### src/rtl/mem_bus_interconnect.sv
// Single-master to NUM_SLV-slave memory interconnect with address-window decode,
// wait-state handshake, slave timeout and fault capture.
//
// state  | meaning
// IDLE   | decode m_req, latch request fields
// ACCESS | s_en asserted to selected slave, waiting for s_ack or timeout
// RESP   | one-cycle m_ready with captured read data
// ERR    | one-cycle m_ready+m_err, fault counter bumps
module mem_bus_interconnect #(
  parameter int ADDR_W  = 32,
  parameter int DATA_W  = 32,
  parameter int NUM_SLV = 4,
  parameter int PHY_W   = 13,
  parameter logic [NUM_SLV*ADDR_W-1:0] SLV_BASE =
    {32'h10030000, 32'h10020000, 32'h10010000, 32'h10000000},
  parameter logic [NUM_SLV*ADDR_W-1:0] SLV_MASK = {4{32'hFFFFE000}},
  parameter int TIMEOUT = 15
) (
  input  logic                      clk,
  input  logic                      rst,
  input  logic                      m_req,
  input  logic [ADDR_W-1:0]         m_addr,
  input  logic [DATA_W/8-1:0]       m_we,
  input  logic [DATA_W-1:0]         m_wdata,
  output logic                      m_ready,
  output logic [DATA_W-1:0]         m_rdata,
  output logic                      m_err,
  output logic [NUM_SLV-1:0]        s_en,
  output logic [PHY_W-1:0]          s_addr,
  output logic [DATA_W/8-1:0]       s_we,
  output logic [DATA_W-1:0]         s_wdata,
  input  logic [NUM_SLV*DATA_W-1:0] s_rdata,
  input  logic [NUM_SLV-1:0]        s_ack,
  output logic [ADDR_W-1:0]         err_addr,
  output logic [7:0]                err_cnt
);

  localparam int BE_W  = DATA_W / 8;
  localparam int SEL_W = (NUM_SLV > 1) ? $clog2(NUM_SLV) : 1;
  localparam logic [7:0] TIMER_LAST = 8'(TIMEOUT - 1);

  typedef enum logic [1:0] {IDLE, ACCESS, RESP, ERR} state_t;

  state_t              state_q, state_d;
  logic [ADDR_W-1:0]   addr_q;
  logic [BE_W-1:0]     we_q;
  logic [DATA_W-1:0]   wdata_q;
  logic [DATA_W-1:0]   rdata_q;
  logic [SEL_W-1:0]    sel_q;
  logic [7:0]          timer_q;
  logic                hit;
  logic [SEL_W-1:0]    hit_idx;
  logic                ack_sel;
  logic [DATA_W-1:0]   rdata_sel;
  logic                timer_done;

  // Descending scan so the lowest matching index is the one left standing.
  always_comb begin
    hit     = 1'b0;
    hit_idx = '0;
    for (int i = NUM_SLV - 1; i >= 0; i--) begin
      if ((m_addr & SLV_MASK[i*ADDR_W +: ADDR_W]) ==
          (SLV_BASE[i*ADDR_W +: ADDR_W] & SLV_MASK[i*ADDR_W +: ADDR_W])) begin
        hit     = 1'b1;
        hit_idx = SEL_W'(i);
      end
    end
  end

  assign ack_sel    = s_ack[sel_q];
  assign rdata_sel  = s_rdata[int'(sel_q)*DATA_W +: DATA_W];
  assign timer_done = (timer_q == TIMER_LAST);

  always_ff @(posedge clk or negedge rst) begin
    if (!rst) state_q <= IDLE;
    else      state_q <= state_d;
  end

  always_comb begin
    state_d = state_q;
    case (state_q)
      IDLE:    if (m_req) state_d = hit ? ACCESS : ERR;
      ACCESS: begin
        if (ack_sel)         state_d = RESP;
        else if (timer_done) state_d = ERR;
      end
      RESP:    state_d = IDLE;
      ERR:     state_d = IDLE;
      default: state_d = IDLE;
    endcase
  end

  always_ff @(posedge clk or negedge rst) begin
    if (!rst) begin
      addr_q   <= '0;
      we_q     <= '0;
      wdata_q  <= '0;
      rdata_q  <= '0;
      sel_q    <= '0;
      timer_q  <= '0;
      err_addr <= '0;
      err_cnt  <= '0;
    end else begin
      case (state_q)
        IDLE: begin
          if (m_req && hit) begin
            addr_q  <= m_addr;
            we_q    <= m_we;
            wdata_q <= m_wdata;
            sel_q   <= hit_idx;
            timer_q <= '0;
          end else if (m_req) begin
            err_addr <= m_addr;
          end
        end
        ACCESS: begin
          timer_q <= timer_q + 8'd1;
          if (ack_sel)         rdata_q  <= rdata_sel;
          else if (timer_done) err_addr <= addr_q;
        end
        ERR: if (err_cnt != 8'hFF) err_cnt <= err_cnt + 8'd1;
        default: ;
      endcase
    end
  end

  assign m_ready = (state_q == RESP) || (state_q == ERR);
  assign m_err   = (state_q == ERR);
  assign m_rdata = (state_q == RESP) ? rdata_q : '0;
  assign s_en    = (state_q == ACCESS) ? (NUM_SLV'(1) << sel_q) : '0;
  assign s_addr  = addr_q[PHY_W-1:0];
  assign s_we    = we_q;
  assign s_wdata = wdata_q;

endmodule

### config.mk
export PLATFORM = sky130hd
export DESIGN_NAME = mem_bus_interconnect
export DESIGN_NICKNAME = d
export VERILOG_FILES = /design/src/rtl/mem_bus_interconnect.sv
export SDC_FILE = /design/constraint.sdc
export NUM_CORES = 1
export LEC_CHECK = 0
export CELL_PAD_IN_SITES_DETAIL_PLACEMENT = 1
export CELL_PAD_IN_SITES_GLOBAL_PLACEMENT = 1
export CORE_UTILIZATION = 29
export DETAILED_ROUTE_END_ITERATION = 8
export PLACE_DENSITY = 0.9
export SKIP_LAST_GASP = 1
export SLEW_MARGIN = 15
export SYNTH_ARGS = -nofsm -noshare
export SYNTH_HDL_FRONTEND = slang
export SYNTH_SLANG_ARGS = --single-unit
### constraint.sdc
create_clock -name clk -period 2.3 [get_ports clk]
set_clock_uncertainty 0.1 [all_clocks]
set_input_delay 0.345 -clock clk [delete_from_list [all_inputs] [get_ports clk]]
set_output_delay 0.345 -clock clk [all_outputs]
set_load 0.02 [all_outputs]
# After elaboration in Yosys (flattened, before gate mapping)
# Cells that the tools add are included.
[totals]
regBits = 152
in_bits = 203
out_inout_bits = 127
word_cells = 64
[op_classes]
n_addsub = 2
n_lt_le_gt_ge = 1
eq_ne = 15
n_shift = 2
mux = 24
n_reduce_logical = 11
[ops]
columns = ["operator", "count"]
rows = [
  ["32-bit two-way mux", 5],
  ["128-bit by 8-bit indexed part select with 32-bit output", 1],
  ["19-bit by 16-bit equality test with 1-bit output (second input constant)", 4],
  ["32-bit one-hot mux with 2 select lines", 1],
  ["8-bit by 1-bit adder with 8-bit output (second input constant)", 2],
  ["2-bit two-way mux", 8],
  ["8-bit one-hot mux with 2 select lines", 1],
  ["2-bit != test (second input constant)", 5],
  ["2-bit AND reduction", 5],
  ["8-bit by 4-bit equality test with 1-bit output (second input constant)", 1],
  ["8-bit two-way mux", 1],
  ["8-bit != test (second input constant)", 1],
  ["2-bit one-hot mux with 3 select lines", 1],
  ["1-bit two-way mux", 5],
  ["5-bit AND reduction", 1],
  ["2-bit equality test (second input constant)", 2],
  ["4-bit two-way mux", 1],
  ["1-bit by 2-bit left shift with 4-bit output (first input constant)", 1],
  ["2-bit by 3-bit less-than comparator with 1-bit output (second input constant)", 1],
  ["3-bit != test (second input constant)", 1],
  ["1-bit binary-select mux with 2-bit select", 1],
  ["2-bit by 1-bit equality test with 1-bit output (second input constant)", 1],
  ["2-bit logical NOT", 1],
  ["2-bit nonzero test", 1],
  ["3 further kinds", 3],
]

# Longest topological paths before layout
# Gate-level depths: netlist (run 1).
[depth]
depth_word = 8
depth_mapped = 9
mapped_depth_nobuf = 7

# Least setup slack after synthesis (run 1)
# OpenSTA, ideal clock, no wires.
[synth_timing]
path_kind = "flip-flop to flip-flop"
from = "register timer_q[0]"
to = "register err_addr[0]"
setup_time_ps = 124
arrival_ps = 2041
required_time_ps = 2076
path_slack_ps = 36
stages_incl_launch_ff = 10
n_path_buf = 2
synth_period_minus_slack_ps = 2264
path_cell_list = "dfrtp_1 -> inv_1 -> ha_1 -> or4b_1 -> or4_4 -> nand2_4 -> and3_1 -> buf_6 -> buf_12 -> a21oi_2"
[synth_via]
elab_chain_cells = 3
[synth_rtl]
columns = ["item", "line", "source"]
rows = [
  ["start, declared", "50", "logic [7:0] timer_q;"],
  ["start signal, assigned", "117", "timer_q <= timer_q + 8'd1;"],
  ["8-bit by 4-bit equality test with 1-bit output", "72", "assign timer_done = (timer_q == TIMER_LAST);"],
  ["2-bit != test (no line)", "n/a", ""],
  ["5-bit AND reduction (no line)", "n/a", ""],
  ["end signal, assigned", "113", "err_addr <= m_addr;"],
  ["end signal, assigned", "119", "else if (timer_done) err_addr <= addr_q;"],
  ["end, declared", "34", "output logic [ADDR_W-1:0] err_addr,"],
]
# No other way between the ends.
# A chain may end at the register's enable or synchronous reset.

# Worst setup path in the final report (run 1)
[layout_timing]
from = "register timer_q[0]"
to = "register err_addr[21]"
# Same word-level chain as after synthesis.

==> flow_metrics.py, run 1 <==
metrics = {
    "route": {
        "dr.pass1.iters": 4,
        "drt_iter0_drc": 338,
        "routed_wl_mm": 27.7,
        "drcViolationCount": 0,
        "wl_per_cell_um": 20.3,
        "antenna_left": 0,
        "vias": 6655,
        "viasPerCell": 4.89,
    },
    "floorplan": {
        "io_pins": 330,
        "rows": 58,
        "die_w_um": 163,
        "die_y_um": 163,
        "dieArea_um2": 26600,
        "start_util": 0.297,
        "core_um2": 25300,
    },
    "placement": {
        "hpwlAfterDp_mm": 20.4,
        "placed_cell_area_um2": 11300,
        "io_buffers": 329,
        "gp_congestion": 0.771,
        "dp_cells": 1317,
    },
    "layout": {
        "final_nets": 1224,
        "drive_gt1_frac": 0.205,
        "layout_common_cells": "292 x clkdlybuf4s50_1, 165 x nand2_1, 149 x dfrtp_1",
        "synthToLayoutAreaGrowth_pct": 62.8,
        "fin_cells": 1362,
        "final_common_cell": "clkdlybuf4s50_1",
        "fin_area_um2": 12200,
    },
    "clock_tree": {
        "htree_levels": 4,
        "numClockSinks": 152,
        "cts_root_buf": "clkbuf_16",
        "numCtsBuffers": 17,
        "insertion_delay_ps": 430,
        "cts.clk_slew.worst_paths_ps": 70,
        "clk_path_buf_depth": 2,
        "cts_tree": "done",
    },
    "synthesis": {
        "ys_seq_area_frac": 0.506,
        "synth_cell_types": 41,
        "synth_edf_count": 0,
        "avgSynthCellArea_um2": 11.2,
        "synth_top_area_cell": "dfrtp_1",
        "netlist_area_um2": 7510,
        "synth_fp_nets": 876,
        "synthTopCellsByArea": "dfrtp_1 51%, mux4_2 9.9%, nand2_1 8.3%",
        "postSynthCellCount": 670,
        "ys.flop_type": "dfrtp_1",
        "synth-seq-cells": 152,
        "synth_top_area_share": 0.506,
        "yosys_warnings": 0,
        "synth-async-reset-ratio": 1.00,
    },
    "timing": {
        "post-route-period-util": 1.04,
        "finalCriticalPeriod_ps": 2400,
        "setup_tns_ps": -1390,
        "rsz0062_at_grt": "yes",
        "holdWs_ps": 311,
        "fmax_ghz": 0.417,
        "setup_viol": 32,
        "worst_slack_ps": -95.9,
        "slew_violations": 0,
        "max-slew-margin-rel": 0.688,
        "worst_slew_pin_slew_ps": 468,
        "hold_viol": 0,
    },
    "critical_path": {
        "crit_start": "timer_q[0]",
        "criticalPathCategory": "flop to flop",
        "worstSetupEndpointType": "flop",
        "start_kind": "flop",
        "crit_fanout": 9,
        "r2r_start": "timer_q[0]",
        "crit_arrival_ps": 2590,
        "required_ps": 2500,
    },
    "global_routing": {
        "grt-ovfl-total": 0,
        "grt_antenna_before_repair": 1,
        "grt_use_total": 0.209,
        "grt_pass1_wl_mm": 42.0,
        "grt_pass1_vias": 7423,
        "grt_max_degree": 46,
    },
    "job": {
        "drv_cap": 0,
    },
    "pwr": {
        "irDropWorstVdd_uv": 465,
        "p_total_mw": 12.1,
        "pwr_density_cell_nw_per_um2": 991,
        "power.leakage_nw": 5.53,
    },
    "status": {
        "violations": "negative setup slack",
        "status": "finished with violations",
    },
    "min_path": {
        "hold_path.class": "primary input to async pin",
    },
}
==> cells in the mapped netlist, types with 2 or more instances <==
master and n:
nor3_1 5, nor3b_1 2, dfrtp_1 152, o21a_1 2
mux2i_1 32, inv_1 3, nor2_1 7, a31oi_1 34
mux2_2 33, clkbuf_1 33, a21oi_2 30, a21oi_1 8
mux4_2 33, nor4_1 5, and2_1 48, buf_12 3
buf_2 9, o21ai_0 5, nand4_1 3, ha_1 3
nand2_1 166, buf_1 2, buf_4 13, xnor2_1 5
xor2_1 2, nand3_1 8, or4b_1 2, and3_1 7
nand2b_1 2, a211o_1 2
==> kinds of logic after synthesis <==
| kind of cell | after synthesis | synth area share |
|---|---|---|
| flops | 152 | 0.506 |
| mux | 98 | 0.191 |
| fa+ha+maj | 3 | 0.00500 |
| buf+inv | 64 | 0.0475 |
| simple gates | 262 | 0.163 |
| compound gates | 84 | 0.0793 |
| xor+xnor | 7 | 0.00816 |
==> cell type report <==
cell class	instances	area (um2)
Inverter	3	11.3
Multi-Input combinational cell	454	3440
Clock inverter	13	216
Antenna cell	1	2.50
Sequential cell	152	3810
Timing Repair Buffer	390	3890
Fill cell	2647	13100
Clock buffer	19	453
Tap cell	330	413
==> critical path: stages, from the launching register on <==
cell	delay, ps
dfrtp_1	390
inv_2	90
ha_4	130
or4b_4	460
or4_4	450
nand2_4	90
and3_4	220
buf_12	130
buf_12	130
a21oi_1	100
==> per-layer routing <==
metal | up-vias | part of all wire | GRT usage
met5 | - | 0 | 0
met3 | 55 | 0.056 | 0.0481
li1 | 3028 | - | -
met1 | 3346 | 0.40 | 0.244
met4 | 0 | 0.035 | 0.0879
met2 | 226 | 0.51 | 0.365
==> power breakdown <==
group / switching (mW) / internal, mW
logic: 2.55 / 2.51
registers: 0.476 / 3.37
clock network: 1.21 / 2.00
total: 4.24 / 7.89
==> sequential cells by signal (all words and copies together), names as in the netlist <==
signal and count:
addr_q 32, err_addr 32, err_cnt 8, rdata_q 32, s_wdata 32, s_we 4
sel_q 2, state_q 2, timer_q 8
==> what timing repair did <==
action | 4_1_cts | 5_1_grt
cloned | 2 | 1
setup buffers | 5 | 4
gates resized for setup | 49 | 18
endpoints found under the hold margin | 37 | 0
setup endpoints to repair | 68 | 65
hold buffers | 1 | 0
==> worst paths after layout <==
path / to / slack, ps / cells after the start
min in group clk: s_wdata[11] / 340 / 3
max in group asynchronous: rdata_q[22] / 990 / 3
max reg2reg: err_addr[21] / -100 / 9
max: err_addr[21] / -100 / 9
min reg2reg: s_wdata[11] / 360 / 2
min: addr_q[10] / 310 / 2
==> metrics by stage <==
stage | utilization | worst slack [ps]
2_1_floorplan | - | 35.6
3_3_place_gp | 0.447 | -225
3_5_place_dp | 0.447 | -337
4_1_cts | 0.479 | -67.6
5_1_grt | 0.483 | -135
6_report | 0.483 | -95.9
Note: power is estimated with default switching activity, not from simulation.
==> run 2: changes to the inputs <==
- clock period: 2.3 -> 2.2 ns (I/O delays scaled with it)
==> flow_metrics.py, run 2 (synthesis gave the netlist of run 1 again) <==
metrics = {
    "status": {
        "status": "finished with violations",
        "violations": "negative setup slack",
    },
    "global_routing": {
        "grt_max_degree": 56,
        "grt_use_total": 0.207,
        "grt_antenna_before_repair": 2,
        "grt-ovfl-total": 0,
        "grt_pass1_wl_mm": 41.5,
        "grt_pass1_vias": 7375,
    },
    "critical_path": {
        "rrSetupSlack_ps": -140,
        "crit_fanout": 6,
        "criticalPathCategory": "flop to flop",
        "crit_arrival_ps": 2550,
        "r2r-end": "err_addr[18]",
        "crit_start": "timer_q[0]",
        "crit_path_end": "err_addr[18]",
        "r2r_start": "timer_q[0]",
        "worstSetupEndpointType": "flop",
        "start_kind": "flop",
        "required_ps": 2410,
        "r2r_cells": 8,
    },
    "timing": {
        "setup_tns_ps": -3900,
        "post-route-period-util": 1.06,
        "setup_viol": 32,
        "worst_slew_pin_slew_ps": 517,
        "fmax_ghz": 0.427,
        "max-slew-margin-rel": 0.655,
        "rsz0062_at_grt": "yes",
        "hold_viol": 0,
        "slew_violations": 0,
        "worst_slack_ps": -139,
        "finalCriticalPeriod_ps": 2340,
    },
    "floorplan": {
        "die_y_um": 163,
        "core_um2": 25300,
        "start_util": 0.297,
        "rows": 58,
        "dieArea_um2": 26600,
        "io_pins": 330,
        "die_w_um": 163,
    },
    "placement": {
        "io_buffers": 329,
        "placed_cell_area_um2": 11400,
        "hpwlAfterDp_mm": 21.1,
        "gp_congestion": 0.788,
        "place_ws_ps": -427,
    },
    "clock_tree": {
        "clk_path_buf_depth": 2,
        "insertion_delay_ps": 430,
        "htree_levels": 4,
        "cts_root_buf": "clkbuf_16",
        "cts_tree": "done",
        "numClockSinks": 152,
        "cts.clk_slew.worst_paths_ps": 70,
        "numCtsBuffers": 17,
    },
    "layout": {
        "fin_area_um2": 12100,
        "final_common_cell": "clkdlybuf4s50_1",
        "final_nets": 1222,
        "synthToLayoutAreaGrowth_pct": 61.2,
        "utilization": 0.478,
        "drive_gt1_frac": 0.211,
        "layout_common_cells": "291 x clkdlybuf4s50_1, 165 x nand2_1, 149 x dfrtp_1",
    },
    "job": {
        "drv_cap": 0,
    },
    "min_path": {
        "hold_path.class": "primary input to async pin",
    },
    "pwr": {
        "irDropWorstVdd_uv": 458,
        "pwr_density_cell_nw_per_um2": 1030,
        "power.leakage_nw": 5.41,
    },
    "route": {
        "vias": 6651,
        "viasPerCell": 4.89,
        "drcViolationCount": 0,
        "antenna_left": 0,
        "dr.pass1.iters": 4,
        "drt_iter0_drc": 295,
        "routed_wl_mm": 27.6,
        "wl_per_cell_um": 20.3,
    },
}
-- run 2: final cells by class --
class                           instances  area, um2
Antenna cell                            2       5.00
Multi-Input combinational cell        454       3410
Clock buffer                           18        429
Inverter                                3       11.3
Clock inverter                         13        220
Sequential cell                       152       3810
Fill cell                            2700      13200
Timing Repair Buffer                  388       3810
Tap cell                              330        413
-- run 2: timing repair --
item,in CTS,in global routing
cloned,1,1
resized for setup,59,34
pin swaps,0,1
hold endpoints to repair,48,0
endpoints found under the setup margin,69,63
hold buffers,1,0
buffers inserted,1,3
-- run 2: worst min-delay path by stage --
stage / startpoint / endpoint / slack (ps) / depth (start not counted)
CTS: m_wdata[9] / s_wdata[9] / 310 / 3
global route: m_wdata[29] / s_wdata[29] / 330 / 3
floorplan: rst / addr_q[0] / -70 / 0
detailed placement: rst / addr_q[7] / 220 / 1
finish: rst / addr_q[9] / 320 / 2
global placement: rst / addr_q[7] / 220 / 1
-- run 2: critical path, cell delays in order, from the launching register on --
cell,delay [ps]
dfrtp_1,390
inv_2,90
ha_4,120
or4b_4,460
or4_4,450
nand2_4,90
and3_4,290
clkbuf_16,180
a21oi_2,50
-- run 2: per-layer routing --
layer  vias to the layer above  wire [um]  track usage
li1                       3018          -            -
met1                      3346      10800        0.237
met2                       234      14400        0.363
met3                        53       1550       0.0469
met4                         0        827        0.101
met5                         -          0            0
-- run 2: power breakdown --
group          internal, mW  switching [mW]  leakage, nW
Clock                  2.03            1.26        0.314
Sequential             3.52           0.493         1.94
Combinational          2.54            2.61         3.15
Total                  8.10            4.36         5.41
-- run 2: through the flow --
step	hold WS [ps]	total power, mW	cells
after global routing	335	13.0	1360
after CTS	315	12.5	1354
after detailed placement	222	9.18	1320
final	316	12.5	1360
after global placement	221	8.94	1320
after floorplan	-65.6	6.64	670
==> run 3: changes to the inputs <==
- TNS_END_PERCENT: unset -> 1
==> flow_metrics.py, run 3 (synthesis gave the netlist of run 1 again) <==
metrics = {
    "global_routing": {
        "grt_use_total": 0.208,
        "grt_pass1_wl_mm": 41.9,
        "grt-ovfl-total": 0,
        "grt_antenna_before_repair": 0,
        "grt_max_degree": 52,
        "grt_pass1_vias": 7354,
    },
    "route": {
        "antenna_left": 0,
        "routed_wl_mm": 27.1,
        "viasPerCell": 4.89,
        "drt_iter0_drc": 315,
        "wl_per_cell_um": 20.0,
        "drcViolationCount": 0,
        "dr.pass1.iters": 4,
        "vias": 6616,
    },
    "clock_tree": {
        "clk_path_buf_depth": 2,
        "insertion_delay_ps": 430,
        "cts_root_buf": "clkbuf_16",
        "htree_levels": 4,
        "cts_tree": "done",
        "numCtsBuffers": 17,
        "numClockSinks": 152,
        "cts.clk_slew.worst_paths_ps": 70,
        "post-cts-setup-buffer-count": 0,
    },
    "floorplan": {
        "rows": 58,
        "dieArea_um2": 26600,
        "io_pins": 330,
        "core_um2": 25300,
        "die_y_um": 163,
        "die_w_um": 163,
        "start_util": 0.297,
    },
    "pwr": {
        "power.leakage_nw": 5.46,
        "pwr_density_cell_nw_per_um2": 1000,
        "p_total_mw": 12.0,
        "irDropWorstVdd_uv": 538,
    },
    "critical_path": {
        "r2r_start": "timer_q[0]",
        "crit_path_end": "s_en[3]",
        "r2r-end": "err_addr[20]",
        "crit_start": "state_q[0]",
        "start_kind": "flop",
        "required_ps": 1770,
        "crit_arrival_ps": 1970,
        "r2r_cells": 8,
        "criticalPathCategory": "flop to primary output",
        "worstSetupEndpointType": "primary output",
        "crit_fanout": 8,
        "rrSetupSlack_ps": -120,
    },
    "min_path": {
        "hold_path.class": "primary input to async pin",
    },
    "timing": {
        "rsz0062_at_grt": "yes",
        "post-route-period-util": 1.09,
        "finalCriticalPeriod_ps": 2400,
        "fmax_ghz": 0.417,
        "setup_viol": 42,
        "holdWs_ps": 231,
        "max-slew-margin-rel": 0.745,
        "slew_violations": 0,
        "hold_viol": 0,
        "worst_slack_ps": -196,
        "worst_slew_pin_slew_ps": 382,
    },
    "job": {
        "drv_cap": 0,
    },
    "layout": {
        "layout_common_cells": "293 x clkdlybuf4s50_1, 165 x nand2_1, 149 x dfrtp_1",
        "fill_cells": 2734,
        "regArea_um2": 3810,
        "utilization": 0.473,
        "final_common_cell": "clkdlybuf4s50_1",
        "final_nets": 1217,
        "antenna_cells": 0,
        "multi_input_area_um2": 3370,
        "fin_area_um2": 12000,
        "synthToLayoutAreaGrowth_pct": 59.6,
        "drive_gt1_frac": 0.191,
    },
    "status": {
        "status": "finished with violations",
        "violations": "negative setup slack",
    },
    "placement": {
        "place_ws_ps": -415,
        "placed_cell_area_um2": 11400,
        "hpwlAfterDp_mm": 20.8,
        "io_buffers": 329,
        "gp_congestion": 0.789,
    },
}
run 3: layout make-up:
cell class	count	area share
Clock buffer	18	0.0358
Multi-Input combinational cell	454	0.281
Tap cell	330	0.0344
Timing Repair Buffer	383	0.315
Inverter	3	0.000939
Clock inverter	14	0.0150
Sequential cell	152	0.318
run 3: worst min-delay path by stage:
stage / startpoint / endpoint / slack [ps]
CTS: rst / addr_q[10] / 230
global route: rst / addr_q[10] / 260
detailed placement: rst / addr_q[10] / 120
finish: rst / addr_q[10] / 230
global placement: rst / addr_q[10] / 120
floorplan: rst / addr_q[0] / -70
run 3: layer usage:
layer	global-route usage	share of wire	vias to the layer above
met3	0.0563	0.062	39
met2	0.374	0.53	233
li1	-	-	3016
met1	0.236	0.39	3328
met5	0	0	-
met4	0.0701	0.024	0
run 3: through the flow:
stage | std cells | TNS, ps
2_1_floorplan | 670 | -1230
3_3_place_gp | 1321 | -34120
3_5_place_dp | 1321 | -36540
4_1_cts | 1354 | -5510
5_1_grt | 1354 | -9100
6_report | 1354 | -3780
run 3: repair_timing:
| action | CTS | global route |
|---|---|---|
| resized for setup | 37 | 1 |
| hold buffers | 1 | 0 |
| endpoints found under the hold margin | 45 | 0 |
| endpoints found under the setup margin | 69 | 69 |
run 3: critical path: stages, from the launching register on:
cell,delay [ps]
dfrtp_2,460
inv_1,90
nor2_2,180
and3_1,170
clkdlybuf4s50_1,630
run 3: where the power goes:
part           internal [mW]  switching [mW]  total, mW
Combinational           2.41            2.53       4.95
Clock                   1.73            1.33       3.06
Sequential              3.52           0.492       4.01
